==> src/rtl/fp_sm_pkg.sv <==
// -----------------------------------------------------------------------------
// fp_sm_pkg
// Shared definitions for the sign-magnitude accumulator:
//   - FSM state enum (IDLE, ACC)
//   - field helpers: sign bit index and maximum magnitude for a MAG_W field
//   - sign-magnitude -> two's complement conversion
//   - saturating clamp of a two's complement sum back to sign-magnitude
// The functions work on 32-bit zero/sign-extended values so they serve any
// MAG_W / accumulator width up to 32 bits; callers cast results to their width.
// -----------------------------------------------------------------------------
package fp_sm_pkg;

   typedef enum logic [0:0] {
      IDLE = 1'b0,
      ACC  = 1'b1
   } fsm_state_e;

   function automatic int unsigned sm_sign_idx(input int unsigned mag_w);
      return mag_w;
   endfunction

   function automatic int unsigned sm_max_mag(input int unsigned mag_w);
      return (32'd1 << mag_w) - 32'd1;
   endfunction

   // elem is the element zero-extended to 32 bits. Negative zero yields 0.
   function automatic logic signed [31:0] sm_to_tc(input logic [31:0]   elem,
                                                   input int unsigned   mag_w);
      logic [31:0] mag;
      logic        sgn;
      mag = elem & sm_max_mag(mag_w);
      sgn = |(elem & (32'd1 << sm_sign_idx(mag_w)));
      if (sgn) begin
         return -$signed(mag);
      end
      return $signed(mag);
   endfunction

   // Clamp a signed sum into a sign-magnitude element (zero-extended result).
   // A zero sum always produces +0.
   function automatic logic [31:0] sm_clamp(input logic signed [31:0] sum,
                                            input int unsigned        mag_w);
      logic [31:0] abs_v;
      logic [31:0] mag;
      abs_v = sum[31] ? $unsigned(-sum) : $unsigned(sum);
      mag   = (abs_v > sm_max_mag(mag_w)) ? sm_max_mag(mag_w) : abs_v;
      return sum[31] ? ((32'd1 << sm_sign_idx(mag_w)) | mag) : mag;
   endfunction

   // True when the clamp above had to limit the magnitude.
   function automatic logic sm_clamp_sat(input logic signed [31:0] sum,
                                         input int unsigned        mag_w);
      logic [31:0] abs_v;
      abs_v = sum[31] ? $unsigned(-sum) : $unsigned(sum);
      return abs_v > sm_max_mag(mag_w);
   endfunction

endpackage

==> src/rtl/fp_sm_lane.sv <==
// -----------------------------------------------------------------------------
// fp_sm_lane
// One lane of the sign-magnitude accumulator: wide signed accumulator with
// guard saturation, clamp to sign-magnitude and the registered lane result.
// Optional feature macro: FP_SM_ACCUM_STICKY_SAT_EN (saturation flag path).
// Ports:
//   clk, rst   clock, asynchronous active-high reset
//   beat_en    a beat is accepted this cycle
//   close_en   the accepted beat closes the packet (implies beat_en)
//   in_elem    sign-magnitude input element (MSB = sign)
//   out_elem   registered clamped result
//   out_sat    registered saturation flag (0 when the macro is undefined)
// -----------------------------------------------------------------------------
module fp_sm_lane
   import fp_sm_pkg::*;
#(
   parameter int MAG_W = 3,
   parameter int CNT_W = 4
) (
   input  logic           clk,
   input  logic           rst,
   input  logic           beat_en,
   input  logic           close_en,
   input  logic [MAG_W:0] in_elem,
   output logic [MAG_W:0] out_elem,
   output logic           out_sat
);

   localparam int ACC_W = MAG_W + CNT_W + 1;

   logic signed [ACC_W-1:0] acc_q, acc_d;
   logic signed [ACC_W-1:0] lane_val;
   logic        [ACC_W:0]   sum_wide;
   logic signed [ACC_W-1:0] sum_sat;
   logic signed [31:0]      sum_ext;
   logic                    guard_ovf;
   logic        [MAG_W:0]   elem_q, elem_d;
   logic        [MAG_W:0]   clamp_elem;

   assign lane_val = ACC_W'(sm_to_tc(32'(in_elem), MAG_W));

   // One extra bit lets us see a signed overflow of the ACC_W-bit sum.
   assign sum_wide  = {acc_q[ACC_W-1], acc_q} + {lane_val[ACC_W-1], lane_val};
   assign guard_ovf = sum_wide[ACC_W] ^ sum_wide[ACC_W-1];

   always_comb begin
      sum_sat = sum_wide[ACC_W-1:0];
      if (guard_ovf) begin
         sum_sat = sum_wide[ACC_W] ? {1'b1, {(ACC_W-1){1'b0}}}
                                   : {1'b0, {(ACC_W-1){1'b1}}};
      end
   end

   assign sum_ext    = {{(32-ACC_W){sum_sat[ACC_W-1]}}, sum_sat};
   assign clamp_elem = (MAG_W+1)'(sm_clamp(sum_ext, MAG_W));

   always_comb begin
      acc_d  = acc_q;
      elem_d = elem_q;
      if (close_en) begin
         acc_d  = '0;
         elem_d = clamp_elem;
      end else if (beat_en) begin
         acc_d  = sum_sat;
      end
   end

   always_ff @(posedge clk or posedge rst) begin
      if (rst) begin
         acc_q  <= '0;
         elem_q <= '0;
      end else begin
         acc_q  <= acc_d;
         elem_q <= elem_d;
      end
   end

   assign out_elem = elem_q;

`ifdef FP_SM_ACCUM_STICKY_SAT_EN
   logic sticky_q, sticky_d;
   logic sat_q, sat_d;
   logic clamp_sat;

   assign clamp_sat = sm_clamp_sat(sum_ext, MAG_W);

   // The sticky bit remembers a guard overflow on an earlier beat of the
   // packet; the closing beat folds it into the output flag and clears it.
   always_comb begin
      sticky_d = sticky_q;
      sat_d    = sat_q;
      if (close_en) begin
         sticky_d = 1'b0;
         sat_d    = clamp_sat | sticky_q | guard_ovf;
      end else if (beat_en && guard_ovf) begin
         sticky_d = 1'b1;
      end
   end

   always_ff @(posedge clk or posedge rst) begin
      if (rst) begin
         sticky_q <= 1'b0;
         sat_q    <= 1'b0;
      end else begin
         sticky_q <= sticky_d;
         sat_q    <= sat_d;
      end
   end

   assign out_sat = sat_q;
`else
   assign out_sat = 1'b0;
`endif

endmodule

==> src/rtl/fp_sm_accum.sv <==
// -----------------------------------------------------------------------------
// fp_sm_accum
// Multi-lane streaming accumulator for sign-magnitude elements. Each lane sums
// the beats of a packet; the closing beat (in_last, or the 2^CNT_W-th beat)
// loads one clamped sign-magnitude result per lane into the output register.
// Optional feature macro: FP_SM_ACCUM_STICKY_SAT_EN enables out_sat flags;
// without it out_sat is constant 0.
// Ports:
//   clk, rst             clock, asynchronous active-high reset
//   in_valid/in_ready    input beat handshake
//   in_last              beat closes the packet
//   in_data              LANES elements of MAG_W+1 bits, lane l at l*(MAG_W+1)
//   out_valid/out_ready  result handshake
//   out_data             clamped per-lane results, packed like in_data
//   out_sat              per-lane saturation flags
// -----------------------------------------------------------------------------
module fp_sm_accum
   import fp_sm_pkg::*;
#(
   parameter int LANES = 4,
   parameter int MAG_W = 3,
   parameter int CNT_W = 4
) (
   input  logic                       clk,
   input  logic                       rst,
   input  logic                       in_valid,
   output logic                       in_ready,
   input  logic                       in_last,
   input  logic [LANES*(MAG_W+1)-1:0] in_data,
   output logic                       out_valid,
   input  logic                       out_ready,
   output logic [LANES*(MAG_W+1)-1:0] out_data,
   output logic [LANES-1:0]           out_sat
);

   localparam int EW = MAG_W + 1;

   fsm_state_e       state_q, state_d;
   logic [CNT_W-1:0] cnt_q, cnt_d;
   logic             out_valid_q, out_valid_d;
   logic             accept;
   logic             cnt_full;
   logic             close_beat;

   // A single output register: any beat waits while a result is stalled.
   assign in_ready   = !rst && (!out_valid_q || out_ready);
   assign accept     = in_valid && in_ready;
   // cnt only reaches all-ones after 2^CNT_W-1 accepted beats, i.e. in ACC.
   assign cnt_full   = (state_q == ACC) && (cnt_q == {CNT_W{1'b1}});
   assign close_beat = accept && (in_last || cnt_full);

   always_comb begin
      state_d     = state_q;
      cnt_d       = cnt_q;
      out_valid_d = out_valid_q;
      if (out_ready) begin
         out_valid_d = 1'b0;
      end
      if (close_beat) begin
         state_d     = IDLE;
         cnt_d       = '0;
         out_valid_d = 1'b1;
      end else if (accept) begin
         state_d     = ACC;
         cnt_d       = cnt_q + 1'b1;
      end
   end

   always_ff @(posedge clk or posedge rst) begin
      if (rst) begin
         state_q     <= IDLE;
         cnt_q       <= '0;
         out_valid_q <= 1'b0;
      end else begin
         state_q     <= state_d;
         cnt_q       <= cnt_d;
         out_valid_q <= out_valid_d;
      end
   end

   assign out_valid = out_valid_q;

   for (genvar gi = 0; gi < LANES; gi++) begin : g_lane
      fp_sm_lane #(
         .MAG_W (MAG_W),
         .CNT_W (CNT_W)
      ) u_lane (
         .clk      (clk),
         .rst      (rst),
         .beat_en  (accept),
         .close_en (close_beat),
         .in_elem  (in_data[gi*EW +: EW]),
         .out_elem (out_data[gi*EW +: EW]),
         .out_sat  (out_sat[gi])
      );
   end

endmodule

==> config.mk <==
export PLATFORM = sky130hd
export DESIGN_NAME = fp_sm_accum
export DESIGN_NICKNAME = d
export VERILOG_FILES = /design/src/rtl/fp_sm_pkg.sv /design/src/rtl/fp_sm_lane.sv /design/src/rtl/fp_sm_accum.sv
export SDC_FILE = /design/constraint.sdc
export NUM_CORES = 1
export LEC_CHECK = 0
export ABC_AREA = 1
export CAP_MARGIN = 20
export CORE_ASPECT_RATIO = 1.4
export CORE_MARGIN = 5
export CORE_UTILIZATION = 27
export CTS_CLUSTER_DIAMETER = 150
export DETAILED_ROUTE_END_ITERATION = 10
export GPL_TIMING_DRIVEN = 0
export MAX_ROUTING_LAYER = met4
export PLACE_DENSITY = 0.4
export SLEW_MARGIN = 10
export SYNTH_ARGS = -nofsm -noshare
export SYNTH_HDL_FRONTEND = slang
export SYNTH_SLANG_ARGS = --single-unit
==> constraint.sdc <==
create_clock -name clk -period 6 [get_ports clk]
set_input_delay 1.2 -clock clk [delete_from_list [all_inputs] [get_ports clk]]
set_output_delay 1.2 -clock clk [all_outputs]
set_load 0.01 [all_outputs]
==> metrics.txt, run 1 <==
# TYPE chip_impl_metric gauge
chip_impl_info{name="run_status",value="completed"} 1
chip_impl_metric{name="clock-sinks",unit=""} 54
chip_impl_metric{name="netlist_area",unit="um^2"} 4900
chip_impl_metric{name="hold_path_depth",unit=""} 2
chip_impl_metric{name="post_drt_via_cell_ratio",unit=""} 4.50
chip_impl_metric{name="cts-root-to-sink-buffers",unit=""} 2
chip_impl_metric{name="final-instance-count-excl-fill",unit=""} 999
chip_impl_metric{name="finalNetCount",unit=""} 836
chip_impl_info{name="layout_commonest_cell",value="sky130_fd_sc_hd__nand2_1"} 1
chip_impl_metric{name="met2_grt_util",unit="%"} 23.8
chip_impl_metric{name="cp.required",unit="ns"} 6.19
chip_impl_metric{name="die_area",unit="um^2"} 21000
chip_impl_metric{name="synthesis.yosys.warnings",unit=""} 0
chip_impl_metric{name="finClkSkew",unit="ns"} 0.00999
chip_impl_metric{name="port_buffers",unit=""} 38
chip_impl_info{name="endpoint_kind",value="register"} 1
chip_impl_metric{name="flow.area_growth_from_synthesis",unit="%"} 17.7
chip_impl_metric{name="timing.setup.tns",unit="ns"} 0
chip_impl_metric{name="first_pass_iters",unit=""} 4
chip_impl_metric{name="period_needed",unit="ns"} 5.10
chip_impl_metric{name="antennaDiodeCount",unit=""} 0
chip_impl_info{name="globalRoute.busiestLayer",value="met2"} 1
chip_impl_metric{name="core-area",unit="um^2"} 17900
chip_impl_metric{name="post-cts-setup-buffer-count",unit=""} 0
chip_impl_info{name="cts_tree",value="yes"} 1
chip_impl_metric{name="reg2reg_depth",unit=""} 21
chip_impl_metric{name="maximum_number_of_pins_on_one_net_before_global_route_repair",unit=""} 29
chip_impl_metric{name="detail_route.iter0.violations",unit=""} 244
chip_impl_metric{name="yosys.cell_types.count",unit=""} 35
chip_impl_metric{name="timing.max_cap.violations",unit=""} 0
chip_impl_info{name="layout_common_cells",value="sky130_fd_sc_hd__nand2_1 (201), sky130_fd_sc_hd__inv_1 (105), sky130_fd_sc_hd__nand3_1 (54), sky130_fd_sc_hd__dfrtp_1 (54), sky130_fd_sc_hd__ha_1 (53)"} 1
chip_impl_metric{name="placement_rows",unit=""} 58
chip_impl_info{name="crit_path_top_delay_cell",value="sky130_fd_sc_hd__clkdlybuf4s50_1"} 1
chip_impl_metric{name="power_switching",unit="uW"} 1920
chip_impl_metric{name="power.sequential.fraction",unit="%"} 17.2
chip_impl_metric{name="timing.final.max_slew_violations",unit=""} 0
chip_impl_metric{name="initial_core_util",unit="%"} 27.3
chip_impl_metric{name="dp.final_hpwl",unit="mm"} 10.3
chip_impl_metric{name="cts_resized",unit=""} 0
chip_impl_metric{name="worst_slew_margin_rel",unit="%"} 56.9
chip_impl_info{name="path_class",value="primary input to register"} 1
chip_impl_metric{name="final_layout_size_suffix_gt1_share",unit="%"} 11.2
chip_impl_metric{name="postRouteAntennaNets",unit=""} 0
chip_impl_metric{name="routed-via-count",unit=""} 4495
chip_impl_metric{name="drt-total-wl",unit="mm"} 12.6
chip_impl_metric{name="seq_area_frac_synth",unit="%"} 27.6
chip_impl_metric{name="power_frac_clock",unit="%"} 8.8
chip_impl_info{name="cts.root.buffer_cell",value="sky130_fd_sc_hd__clkbuf_16"} 1
chip_impl_metric{name="min_period_over_period",unit="%"} 85.0
chip_impl_info{name="start_kind",value="primary input"} 1
chip_impl_metric{name="worst_pin_slew",unit="ns"} 0.645
chip_impl_metric{name="internal-power",unit="uW"} 1630
chip_impl_info{name="worst_hold_path_type",value="register to register"} 1
chip_impl_metric{name="groute.layer.met3.usage",unit="%"} 1.70
chip_impl_metric{name="numCtsBuffers",unit=""} 5
chip_impl_metric{name="groute.usage.overall",unit="%"} 13.1
chip_impl_metric{name="wire_per_inst",unit="um"} 12.6
chip_impl_metric{name="global_route.overflow_total",unit=""} 0
chip_impl_metric{name="gp_routability_congestion",unit=""} 0.868
chip_impl_metric{name="syn_avg_cell_area",unit="um^2"} 6.91
chip_impl_metric{name="clk-insertion-delay-late",unit="ns"} 0.30
chip_impl_metric{name="ys_seq_elements",unit=""} 54
chip_impl_metric{name="drc_errors",unit=""} 0
chip_impl_metric{name="fin_util",unit="%"} 32.2
chip_impl_metric{name="final.fill_count",unit=""} 1993
chip_impl_metric{name="achievable-frequency",unit="MHz"} 196
chip_impl_metric{name="floorplan.die.height",unit="um"} 169
chip_impl_metric{name="worst_ir_drop_vdd",unit="uV"} 205
chip_impl_metric{name="critical_path_arrival",unit="ns"} 5.29
chip_impl_metric{name="grt_pass1_wl",unit="mm"} 21.6
chip_impl_metric{name="worst_path_max_stage_delay",unit="ns"} 0.48
chip_impl_metric{name="globalRouteMet1Util",unit="%"} 15.2
chip_impl_metric{name="power_switching_share",unit="%"} 54.1
chip_impl_metric{name="place_inst",unit=""} 991
chip_impl_metric{name="clkSlewWorstSetupHoldPaths",unit="ns"} 0.08
chip_impl_metric{name="ctsHoldBuffers",unit=""} 0
chip_impl_metric{name="boundaryPins",unit=""} 43
chip_impl_metric{name="antenna_found_initial",unit=""} 0
chip_impl_metric{name="syn-instance-count",unit=""} 709
chip_impl_metric{name="setup-violations-final",unit=""} 0
chip_impl_metric{name="critical_path_peak_fanout",unit=""} 7
chip_impl_metric{name="vias_in_the_first_global_route",unit=""} 4581
chip_impl_metric{name="report.final.hold_viol_count",unit=""} 0
chip_impl_metric{name="comb_power_share",unit="%"} 74.1
chip_impl_info{name="unrepaired_setup_endpoints_after_global_routing",value="false"} 1
chip_impl_metric{name="power-per-cell-area",unit="nW/um^2"} 616
chip_impl_metric{name="power.static_leakage",unit="uW"} 0.00306
chip_impl_metric{name="cts_max_level",unit=""} 2
chip_impl_metric{name="die_width",unit="um"} 124
[final timing paths]
check                                                      start                                        to  slack (ns)
max                                                  in_data[12]  g_lane[3].u_lane.out_elem[0]$_DFFE_PP0P_        0.90
min                                          state_q$_DFFE_PP0P_                       state_q$_DFFE_PP0P_        0.49
max reg2reg                g_lane[3].u_lane.acc_q[4]$_DFFE_PP0P_  g_lane[3].u_lane.out_elem[0]$_DFFE_PP0P_        2.55
min reg2reg                                  state_q$_DFFE_PP0P_                       state_q$_DFFE_PP0P_        0.49
max in group asynchronous                                    rst  g_lane[0].u_lane.out_elem[2]$_DFFE_PP0P_        4.07
min in group asynchronous                                    rst     g_lane[0].u_lane.acc_q[4]$_DFFE_PP0P_        1.34
[synth_stat cells]
master                     number  area [um^2]
sky130_fd_sc_hd__a21oi_1       24          120
sky130_fd_sc_hd__a21oi_2        4         35.0
sky130_fd_sc_hd__a31oi_1        4         25.0
sky130_fd_sc_hd__a41oi_1        1         8.76
sky130_fd_sc_hd__buf_2          3         15.0
sky130_fd_sc_hd__buf_4          4         30.0
sky130_fd_sc_hd__clkbuf_1       7         26.3
sky130_fd_sc_hd__clkinv_1       1         3.75
sky130_fd_sc_hd__conb_1         1         3.75
sky130_fd_sc_hd__dfrtp_1       54         1350
sky130_fd_sc_hd__fa_1           4         80.1
sky130_fd_sc_hd__ha_1          53          663
sky130_fd_sc_hd__inv_1        106          398
sky130_fd_sc_hd__inv_2          2         7.51
sky130_fd_sc_hd__nand2_1      201          754
sky130_fd_sc_hd__nand2_2       22          138
sky130_fd_sc_hd__nand2_4        2         22.5
sky130_fd_sc_hd__nand3_1       54          270
sky130_fd_sc_hd__nand3_2        7         70.1
sky130_fd_sc_hd__nand3_4        4         70.1
sky130_fd_sc_hd__nand3b_1       4         30.0
sky130_fd_sc_hd__nand4_1       10         62.6
sky130_fd_sc_hd__nor2_1        48          180
sky130_fd_sc_hd__nor2_2         8         50.1
sky130_fd_sc_hd__nor2_4         1         11.3
sky130_fd_sc_hd__nor3_1         2         10.0
sky130_fd_sc_hd__o21ai_0       44          220
sky130_fd_sc_hd__o21bai_1       4         30.0
sky130_fd_sc_hd__o31ai_1        3         22.5
sky130_fd_sc_hd__or2_0          2         12.5
sky130_fd_sc_hd__or2_1          1         6.26
sky130_fd_sc_hd__or2_2         15         93.8
sky130_fd_sc_hd__or2_4          3         26.3
sky130_fd_sc_hd__xnor2_1        1         8.76
sky130_fd_sc_hd__xor2_1         5         43.8
[power groups by stage]
| stage | Sequential (uW) | Combinational [uW] | Clock (uW) |
|---|---|---|---|
| 2_1_floorplan | 598 | 2030 | 0 |
| 3_3_place_gp | 625 | 2630 | 0 |
| 3_5_place_dp | 625 | 2650 | 0 |
| 4_1_cts | 619 | 2670 | 323 |
| 5_1_grt | 634 | 3070 | 338 |
| 6_report | 611 | 2630 | 312 |
[metal layers]
| layer | part of all wire (%) | vias up |
|---|---|---|
| met1 | 43 | 2078 |
| li1 | - | 2358 |
| met2 | 53 | 44 |
| met5 | 0 | - |
| met4 | 1.5 | 0 |
| met3 | 2.2 | 15 |
[critical path: cells and delay by family]
kind,cells,cell delay (ns)
and+or+nand+nor,11,1.02
adders and majority gates,5,1.48
buffers and inverters,5,0.75
AOI/OAI and AO/OA,5,0.60
xor gates and xnor gates,1,0.22
[layout make-up]
| class | count | area [um^2] | area share (%) |
|---|---|---|---|
| plain buffers | 14 | 71.3 | 1.24 |
| repair buffers | 39 | 400 | 6.94 |
| multi-input cells | 535 | 3080 | 53.4 |
| inverters | 109 | 409 | 7.09 |
| well taps | 240 | 300 | 5.20 |
| clock buffers | 6 | 139 | 2.41 |
| clock inverters | 2 | 17.5 | 0.304 |
| flip-flops and latches | 54 | 1350 | 23.4 |
[sequential cells by signal, indices dropped and copies added (netlist names)]
name	flops
g_lane.u_lane.out_elem	16
cnt_q	4
state_q	1
g_lane.u_lane.acc_q	32
out_valid	1
[kinds of logic after synthesis]
logic type | share of synthesized area (%)
AOI/OAI and AO/OA | 9.42
xor gates and xnor gates | 1.07
adders and majority gates | 15.2
buffers and inverters | 9.80
DFF | 27.6
other | 0.0765
and+or+nand+nor | 36.9
[through the flow]
| stage | total power (uW) | setup WS [ns] | instance area [um^2] | hold slack [ns] |
|---|---|---|---|---|
| 2_1_floorplan | 2630 | 1.55 | 4910 | 0.451 |
| 3_3_place_gp | 3260 | 0.543 | 5590 | 0.485 |
| 3_5_place_dp | 3280 | 0.529 | 5610 | 0.477 |
| 4_1_cts | 3610 | 0.827 | 5770 | 0.498 |
| 5_1_grt | 4040 | 0.454 | 5770 | 0.514 |
| 6_report | 3560 | 0.898 | 5770 | 0.495 |
(Power assumes the default switching activity.)
==> run 2: changes to the inputs <==
CORE_ASPECT_RATIO = 1.5   (was 1.4)
==> run 2 against run 1 <==
Against the previous run: first-iteration DRC count shrank 36%; fmax is essentially flat; clock skew grew 0.0024 ns; critical path depth shrank 1; sequential cell count is the same; worst hold slack gained 0.0015 ns; routed wire length grew 1.6%; critical path type unchanged; largest cell class unchanged.
==> metrics.txt, run 2 (synthesized netlist as in run 1, its figures left out) <==
# TYPE chip_impl_metric gauge
chip_impl_metric{name="final.fill_count",unit=""} 1964
chip_impl_metric{name="finClkSkew",unit="ns"} 0.0124
chip_impl_metric{name="placement_rows",unit=""} 60
chip_impl_metric{name="worst_path_max_stage_delay",unit="ns"} 0.51
chip_impl_metric{name="die_width",unit="um"} 120
chip_impl_info{name="worst_hold_path_type",value="register to register"} 1
chip_impl_metric{name="cts_max_level",unit=""} 2
chip_impl_metric{name="die_area",unit="um^2"} 21000
chip_impl_metric{name="multiInputGateArea",unit="um^2"} 3080
chip_impl_metric{name="core-area",unit="um^2"} 17900
chip_impl_metric{name="final-instance-count-excl-fill",unit=""} 976
chip_impl_info{name="run_status",value="completed"} 1
chip_impl_metric{name="achievable-frequency",unit="MHz"} 196
chip_impl_metric{name="ff_latch_area",unit="um^2"} 1350
chip_impl_metric{name="groute.usage.overall",unit="%"} 13.1
chip_impl_metric{name="setup-violations-final",unit=""} 0
chip_impl_metric{name="finalNetCount",unit=""} 836
chip_impl_metric{name="period_needed",unit="ns"} 5.11
chip_impl_metric{name="worst_slew_margin_rel",unit="%"} 55.2
chip_impl_metric{name="global_route.overflow_total",unit=""} 0
chip_impl_metric{name="design_area",unit="um^2"} 5740
chip_impl_info{name="layout_commonest_cell",value="sky130_fd_sc_hd__nand2_1"} 1
chip_impl_metric{name="flow.area_growth_from_synthesis",unit="%"} 17.1
chip_impl_metric{name="final_layout_size_suffix_gt1_share",unit="%"} 11.2
chip_impl_metric{name="post-cts-setup-buffer-count",unit=""} 0
chip_impl_metric{name="fin_util",unit="%"} 32.0
chip_impl_metric{name="clk-insertion-delay-late",unit="ns"} 0.30
chip_impl_metric{name="first_pass_iters",unit=""} 4
chip_impl_info{name="layout_common_cells",value="sky130_fd_sc_hd__nand2_1 (201), sky130_fd_sc_hd__inv_1 (105), sky130_fd_sc_hd__nand3_1 (54), sky130_fd_sc_hd__dfrtp_1 (54), sky130_fd_sc_hd__ha_1 (53)"} 1
chip_impl_metric{name="largest_register_ff_count",unit=""} 32
chip_impl_metric{name="numCtsBuffers",unit=""} 5
chip_impl_metric{name="dp.final_hpwl",unit="mm"} 10.5
chip_impl_info{name="cts.root.buffer_cell",value="sky130_fd_sc_hd__clkbuf_16"} 1
chip_impl_metric{name="timing.setup.tns",unit="ns"} 0
chip_impl_info{name="path_class",value="primary input to register"} 1
chip_impl_metric{name="post_drt_via_cell_ratio",unit=""} 4.56
chip_impl_metric{name="globalRouteMet1Util",unit="%"} 14.5
chip_impl_info{name="cts_tree",value="yes"} 1
chip_impl_metric{name="groute.layer.met3.usage",unit="%"} 1.26
chip_impl_metric{name="postRouteAntennaNets",unit=""} 0
chip_impl_metric{name="critical_path_arrival",unit="ns"} 5.30
chip_impl_metric{name="power-per-cell-area",unit="nW/um^2"} 622
chip_impl_metric{name="cts_resized",unit=""} 0
chip_impl_metric{name="instance_area_after_placement",unit="um^2"} 5580
chip_impl_metric{name="routed-via-count",unit=""} 4447
chip_impl_metric{name="place_inst",unit=""} 968
chip_impl_metric{name="drt-total-wl",unit="mm"} 12.8
chip_impl_metric{name="cts-root-to-sink-buffers",unit=""} 2
chip_impl_metric{name="cp.required",unit="ns"} 6.19
chip_impl_metric{name="report.final.hold_viol_count",unit=""} 0
chip_impl_metric{name="grt_pass1_wl",unit="mm"} 21.9
chip_impl_metric{name="min_period_over_period",unit="%"} 85.1
chip_impl_metric{name="totalPowerFinal",unit="uW"} 3570
chip_impl_metric{name="initial_core_util",unit="%"} 27.3
chip_impl_metric{name="clock-sinks",unit=""} 54
chip_impl_metric{name="maximum_number_of_pins_on_one_net_before_global_route_repair",unit=""} 30
chip_impl_metric{name="vias_in_the_first_global_route",unit=""} 4571
chip_impl_info{name="unrepaired_setup_endpoints_after_global_routing",value="false"} 1
chip_impl_metric{name="detail_route.iter0.violations",unit=""} 155
chip_impl_metric{name="port_buffers",unit=""} 38
chip_impl_info{name="endpoint_kind",value="register"} 1
chip_impl_metric{name="timing.max_cap.violations",unit=""} 0
chip_impl_metric{name="boundaryPins",unit=""} 43
chip_impl_metric{name="power.static_leakage",unit="uW"} 0.00306
chip_impl_info{name="globalRoute.busiestLayer",value="met2"} 1
chip_impl_metric{name="met2_grt_util",unit="%"} 24.9
chip_impl_metric{name="ctsHoldBuffers",unit=""} 0
chip_impl_metric{name="gp_routability_congestion",unit=""} 0.808
chip_impl_metric{name="antennaDiodeCount",unit=""} 0
chip_impl_metric{name="worst_pin_slew",unit="ns"} 0.672
chip_impl_metric{name="floorplan.die.height",unit="um"} 175
chip_impl_metric{name="drc_errors",unit=""} 0
chip_impl_info{name="start_kind",value="primary input"} 1
chip_impl_metric{name="antenna_found_initial",unit=""} 0
chip_impl_metric{name="wire_per_inst",unit="um"} 13.1
chip_impl_info{name="registers.top_by_ff_count",value="g_lane.u_lane.acc_q"} 1
chip_impl_metric{name="worst_ir_drop_vdd",unit="uV"} 185
chip_impl_metric{name="critical_path_peak_fanout",unit=""} 9
chip_impl_info{name="crit_path_top_delay_cell",value="sky130_fd_sc_hd__clkdlybuf4s50_1"} 1
chip_impl_metric{name="timing.final.max_slew_violations",unit=""} 0
chip_impl_metric{name="clkSlewWorstSetupHoldPaths",unit="ns"} 0.08
run 2: changes by cell type in the layout (fill, tap and decap cells not counted), sizes merged:
cell      delta
clkinv       -2
clkinvlp     +1
inv          +1
run 2: cell type report:
cell class,instances,share of cell area (%)
repair buffers,39,6.98
plain buffers,14,1.24
well taps,217,4.73
clock buffers,6,2.42
flip-flops and latches,54,23.5
clock inverters,2,0.283
multi-input cells,535,53.7
inverters,109,7.13
run 2: worst max-delay path: cells and delay by family:
kind,cells,cell delay (ns)
adders and majority gates,5,1.47
and+or+nand+nor,9,1.00
AOI/OAI and AO/OA,5,0.55
xor gates and xnor gates,1,0.20
buffers and inverters,6,0.88
run 2: power by group:
group,total [uW],leakage (uW),internal (uW),switching [uW]
Sequential,613,0.000656,505,108
Clock,312,0.0000735,168,144
Combinational,2640,0.00233,960,1680
Total,3570,0.00306,1630,1930
run 2: path summary, 6_finish.rpt:
kind / from / to / slack [ns] / cells past startpoint
setup / recovery: in_data[0] / g_lane[0].u_lane.out_elem[2]$_DFFE_PP0P_ / 0.89 / 26
hold / removal: state_q$_DFFE_PP0P_ / state_q$_DFFE_PP0P_ / 0.50 / 2
setup reg to reg: g_lane[3].u_lane.acc_q[4]$_DFFE_PP0P_ / g_lane[3].u_lane.out_elem[0]$_DFFE_PP0P_ / 2.57 / 21
hold reg to reg: state_q$_DFFE_PP0P_ / state_q$_DFFE_PP0P_ / 0.50 / 2
max in group asynchronous: rst / g_lane[3].u_lane.out_elem[0]$_DFFE_PP0P_ / 4.04 / 3
min in group asynchronous: rst / g_lane[0].u_lane.acc_q[6]$_DFFE_PP0P_ / 1.37 / 2
run 2: metrics by stage:
| stage | hold WS [ns] | worst slack (ns) |
|---|---|---|
| after floorplan | 0.451 | 1.55 |
| after CTS | 0.502 | 0.828 |
| after global routing | 0.531 | 0.442 |
| final | 0.496 | 0.893 |
| after detailed placement | 0.482 | 0.531 |
| after global placement | 0.484 | 0.556 |
run 2: layer usage:
metal  vias to the layer above  part of all wire [%]
met3                        10                   1.8
met4                         0                   1.4
met2                        39                    54
li1                       2349                     -
met1                      2049                    43
met5                         -                     0
